File: src/rtl/data_path.sv
// data_path: register file, bus multiplexers and ALU executing the control word
// issued by control_unit each cycle.
module data_path #(
    parameter int               WIDTH    = 8,
    parameter logic [WIDTH-1:0] PC_RESET = '0
) (
    input  logic             Clk,
    input  logic             Reset,
    input  logic             IR_Load,
    input  logic             MAR_Load,
    input  logic             PC_Load,
    input  logic             PC_Inc,
    input  logic             A_Load,
    input  logic             B_Load,
    input  logic             CCR_Load,
    input  logic [2:0]       ALU_Sel,
    input  logic [1:0]       Bus1_Sel,
    input  logic [1:0]       Bus2_Sel,
    input  logic [WIDTH-1:0] from_memory,
    output logic [WIDTH-1:0] IR,
    output logic [3:0]       CCR_Result,
    output logic [WIDTH-1:0] address,
    output logic [WIDTH-1:0] to_memory
);
    localparam int MSB = WIDTH - 1;

    logic [WIDTH-1:0] pc, mar, a, b, bus1, bus2, x, y, alu_r;
    logic [WIDTH:0]   sum, dif;
    logic             alu_v, alu_c;
    logic [3:0]       flags;

    assign bus1 = Bus1_Sel == 2'b00 ? pc :
                  Bus1_Sel == 2'b01 ? a  :
                  Bus1_Sel == 2'b10 ? b  : '0;
    assign bus2 = Bus2_Sel == 2'b00 ? alu_r :
                  Bus2_Sel == 2'b01 ? bus1  :
                  Bus2_Sel == 2'b10 ? from_memory : '0;

    assign x   = b;
    assign y   = bus1;
    assign sum = {1'b0, x} + {1'b0, y};
    assign dif = {1'b0, x} - {1'b0, y};

    always_comb begin
        alu_r = '0;
        alu_v = 1'b0;
        alu_c = 1'b0;
        case (ALU_Sel)
            3'b000: begin
                alu_r = sum[MSB:0];
                alu_c = sum[WIDTH];
                alu_v = (x[MSB] == y[MSB]) && (sum[MSB] != x[MSB]);
            end
            3'b001: begin
                alu_r = dif[MSB:0];
                alu_c = dif[WIDTH];
                alu_v = (x[MSB] != y[MSB]) && (dif[MSB] != x[MSB]);
            end
            3'b010: alu_r = x & y;
            3'b011: alu_r = x | y;
            3'b100: alu_r = x ^ y;
            3'b101: alu_r = ~y;
            3'b110: begin
                alu_r = y + WIDTH'(1);
                alu_c = &y;
                alu_v = y == {1'b0, {MSB{1'b1}}};
            end
            default: begin
                alu_r = y - WIDTH'(1);
                alu_c = y == '0;
                alu_v = y == {1'b1, {MSB{1'b0}}};
            end
        endcase
    end

    assign flags = {alu_r[MSB], alu_r == '0, alu_v, alu_c};

    always_ff @(posedge Clk) begin
        if (Reset) begin
            IR         <= '0;
            mar        <= '0;
            a          <= '0;
            b          <= '0;
            CCR_Result <= '0;
            pc         <= PC_RESET;
        end else begin
            if (IR_Load)  IR         <= bus2;
            if (MAR_Load) mar        <= bus2;
            if (A_Load)   a          <= bus2;
            if (B_Load)   b          <= bus2;
            if (CCR_Load) CCR_Result <= flags;
            if (PC_Load)     pc <= bus2;
            else if (PC_Inc) pc <= pc + WIDTH'(1);
        end
    end

    assign address   = mar;
    assign to_memory = bus1;
endmodule

File: config.mk
export PLATFORM = sky130hd
export DESIGN_NAME = data_path
export DESIGN_NICKNAME = d
export VERILOG_FILES = /design/src/rtl/data_path.sv
export SDC_FILE = /design/constraint.sdc
export NUM_CORES = 1
export LEC_CHECK = 0
export CAP_MARGIN = 15
export CORE_MARGIN = 1
export CORE_UTILIZATION = 45
export DETAILED_ROUTE_END_ITERATION = 8
export PLACE_DENSITY = 0.68
export SETUP_SLACK_MARGIN = 0.5
export SLEW_MARGIN = 20
export SYNTH_ARGS = -nofsm -noshare
export SYNTH_HDL_FRONTEND = slang
export SYNTH_SLANG_ARGS = --single-unit
File: constraint.sdc
create_clock -name Clk -period 4.1 [get_ports Clk]
set_input_delay 0.41 -clock Clk [delete_from_list [all_inputs] [get_ports Clk]]
set_output_delay 0.41 -clock Clk [all_outputs]
set_load 0.02 [all_outputs]
==> results.py <==
metrics = {
    "hold_path": {
        "hold_depth": 2,
        "hold_path.class": "reg -> reg",
        "hp-start": "IR[0]",
        "holdPathEnd": "IR[0]",
    },
    "global_routing": {
        "overflow": 0,
        "antenna_found_initial": 0,
        "grt_pass1_vias": 3849,
        "track_usage_pct": 29.1,
        "grt_max_degree": 50,
        "grt_pass1_wl_mm": 20.3,
    },
    "placement": {
        "gp_congestion": 0.963,
        "place_inst": 662,
        "dpl.hpwl_mm": 9.73,
        "numPortBuffers": 51,
    },
    "clocking": {
        "cts_sinks": 44,
        "cts_hold_buf": 0,
        "cts_tree": "yes",
        "cts_buffer_depth": 2,
        "clk_latency_ns": 0.31,
        "cts_root_buf": "clkbuf_8",
        "cts_buffers": 5,
        "htree_levels": 2,
        "clk_pin_slew_ns": 0.09,
    },
    "die": {
        "die_x_um": 95.8,
        "rows": 33,
        "die-area_um2": 9180,
        "start_util_pct": 47.2,
        "io_pins": 52,
        "core-area_um2": 8380,
        "fp.dieH_um": 95.8,
    },
    "worst_setup_path": {
        "crit_path_max_incr_delay_ns": 0.47,
        "required_ns": 4.36,
        "rr_endpoint": "a[5]",
        "crit_slowest_cell": "clkdlybuf4s50_1",
        "rrSetupSlack_ns": 0.84,
        "path_class": "in -> reg",
        "end_kind": "flop",
        "worstRegToRegCells": 13,
        "path_cells": "clkdlybuf4s50_1 > buf_4 > nand3b_1 > o21ai_2 > buf_4 > ha_1 > inv_1 > ha_1 > a311oi_2 > buf_4 > o221ai_1 > mux2i_1 > o32ai_2 > buf_4 > o311ai_4 > nor4bb_4 > a31o_2",
        "cp_max_fo": 12,
        "cp_common_cell": "buf_4",
        "worstReg2RegStart": "pc[2]",
        "worstPathArrival_ns": 3.76,
        "startpoint_type": "primary input",
    },
    "sta": {
        "timing.fmax_mhz": 285,
        "finalHoldViolCount": 0,
        "setup_viol_count_final": 0,
        "fin_skew_ns": 0.00969,
        "fin_crit_sh_pct": 85.5,
        "period_minus_slack_ns": 3.51,
        "maxSlewHeadroom_pct": 38.5,
        "tightestPinTransition_ns": 0.920,
        "rsz0062_at_grt": "no",
        "finalMaxSlewViolations": 0,
    },
    "synth": {
        "syn_area_um2": 3960,
        "synth_warnings": 0,
        "ys_async_sr_fraction_pct": 0,
        "syn_area_per_cell_um2": 7.87,
        "synth.net_count": 557,
        "yosysSeqAreaShare_pct": 22.3,
        "synth_edf_count": 0,
        "postSynthRegisterBits": 44,
        "synthFlopType": "dfxtp_1",
        "yosysUniqueCellTypes": 76,
        "syn_inst": 503,
    },
    "cells_and_area": {
        "nFillCells": 779,
        "fin_nets": 624,
        "area_delta_synth_final_pct": 27.5,
        "instances_no_fill": 676,
        "layout-drive-gt1-share_pct": 15.8,
        "diodes": 0,
    },
    "detailed_routing": {
        "vias": 4197,
        "first_pass_iters": 4,
        "antenna_left": 0,
        "drt_iter0_drc": 293,
        "via_per_inst": 6.21,
        "avgRoutedWirePerCell_um": 19.3,
        "drc": 0,
        "drt_wl_total_mm": 13.0,
    },
    "pwr": {
        "power_density_nw_per_um2": 297,
        "total_power_uw": 1500,
        "p_leak_uw": 0.00199,
        "peakVddDrop_v": 0.000223,
    },
    "run": {
        "cap_viol_max_count": 0,
    },
    "run_status": {
        "status": "completed",
    },
}
power breakdown:
group          leakage, uW  switching, uW  internal, uW
sequential        0.000363           33.8           458
clock            0.0000548            166           184
combinational      0.00158            361           296
layout by cell type, fill, tap and decap left out, drive strengths merged, types with 8 or more instances in the layout:
master | synthesis | final
a211oi | 29 | 29
a21o | 9 | 9
a21oi | 27 | 27
a311oi | 9 | 9
a31oi | 9 | 9
buf | 9 | 47
clkdlybuf4s50 | 0 | 49
dfxtp | 44 | 44
ha | 28 | 28
inv | 24 | 25
mux2i | 13 | 13
nand2 | 24 | 24
nor2 | 65 | 65
nor3 | 11 | 11
nor3b | 8 | 8
o21ai | 19 | 19
xnor2 | 12 | 12
xor2 | 9 | 9
worst max-delay path by stage:
stage,cells past startpoint,to,start
global route,17,CCR_Result[2],Bus1_Sel[1]
finish,17,CCR_Result[2],Bus1_Sel[1]
CTS,15,CCR_Result[2],Bus1_Sel[0]
global placement,15,CCR_Result[2],Bus1_Sel[0]
detailed placement,15,CCR_Result[2],Bus1_Sel[0]
floorplan,15,IR[7],Bus1_Sel[1]
per-layer routing:
layer  up-vias  share of wire (%)  global-route usage, %
li1       2016                  -                      -
met1      2013                 46                   40.5
met2       146                 46                   47.3
met3        22                5.6                   4.19
met4         0                2.1                   6.59
met5         -                  0                      0
synth_stat cells, drive strengths merged (4+ instances only):
cell type | number | area [um2]
nor2 | 65 | 244
dfxtp | 44 | 881
a211oi | 29 | 218
clkbuf | 28 | 105
ha | 28 | 350
a21oi | 27 | 135
inv | 24 | 90.1
nand2 | 24 | 90.1
o21ai | 19 | 95.1
mux2i | 13 | 130
xnor2 | 12 | 105
nor3 | 11 | 55.1
a21o | 9 | 67.6
a311oi | 9 | 78.8
a31oi | 9 | 56.3
buf | 9 | 61.3
xor2 | 9 | 78.8
nor3b | 8 | 60.1
nand2b | 7 | 43.8
nand3 | 7 | 35.0
nand4 | 7 | 43.8
nand3b | 5 | 37.5
nor2b | 5 | 31.3
o21a | 5 | 37.5
o2bb2ai | 5 | 62.6
or2 | 5 | 31.3
a2bb2oi | 4 | 41.3
nor4 | 4 | 31.3
nor4b | 4 | 35.0
o221ai | 4 | 35.0
o311ai | 4 | 35.0
o31a | 4 | 35.0
critical path, delay by kind of cell:
kind,cells,cell delay [ns]
buffers and inverters,6,1.27
AOI/OAI and AO/OA,6,1.02
and+or+nand+nor,2,0.51
adders and majority gates,2,0.38
muxes,1,0.18
through the flow:
step	hold WS, ns	setup slack (ns)	cell area (um2)	util (%)	setup TNS [ns]
2_1_floorplan	0.463	0.508	3970	-	0
3_3_place_gp	0.471	-0.189	4740	56.5	-0.189
3_5_place_dp	0.480	-0.171	4740	56.5	-0.171
4_1_cts	0.493	0.414	4920	58.7	0
5_1_grt	0.510	0.486	5050	60.2	0
6_report	0.491	0.593	5050	60.2	0
kinds of logic after synthesis:
| family | after synthesis | share of synthesized area [%] |
|---|---|---|
| adders and majority gates | 32 | 10.4 |
| DFF | 44 | 22.3 |
| xor gates and xnor gates | 21 | 4.65 |
| buffers and inverters | 62 | 6.57 |
| and+or+nand+nor | 169 | 21.9 |
| muxes | 14 | 3.57 |
| AOI/OAI and AO/OA | 161 | 30.7 |
timing repair:
| action | CTS | global route |
|---|---|---|
| buffers inserted | 3 | 3 |
| pin swaps | 7 | 8 |
| setup endpoints to repair | 26 | 37 |
| gates cloned | 0 | 0 |
| resized for setup | 9 | 21 |
flip-flops by register name, indices dropped and copies added, names as in the netlist:
register / flops
CCR_Result: 4
pc: 8
a: 8
IR: 8
address: 8
b: 8
layout make-up:
type	instances	area, um2	share of cell area [%]
clock buffer	5	68.8	1.36
clock inverter	3	46.3	0.917
inverter	25	93.8	1.86
multi-input combinational	397	2970	58.8
sequential	44	881	17.4
tap	105	131	2.60
timing repair buffer	97	861	17.1
No activity file was read; power rests on OpenSTA's default activity.
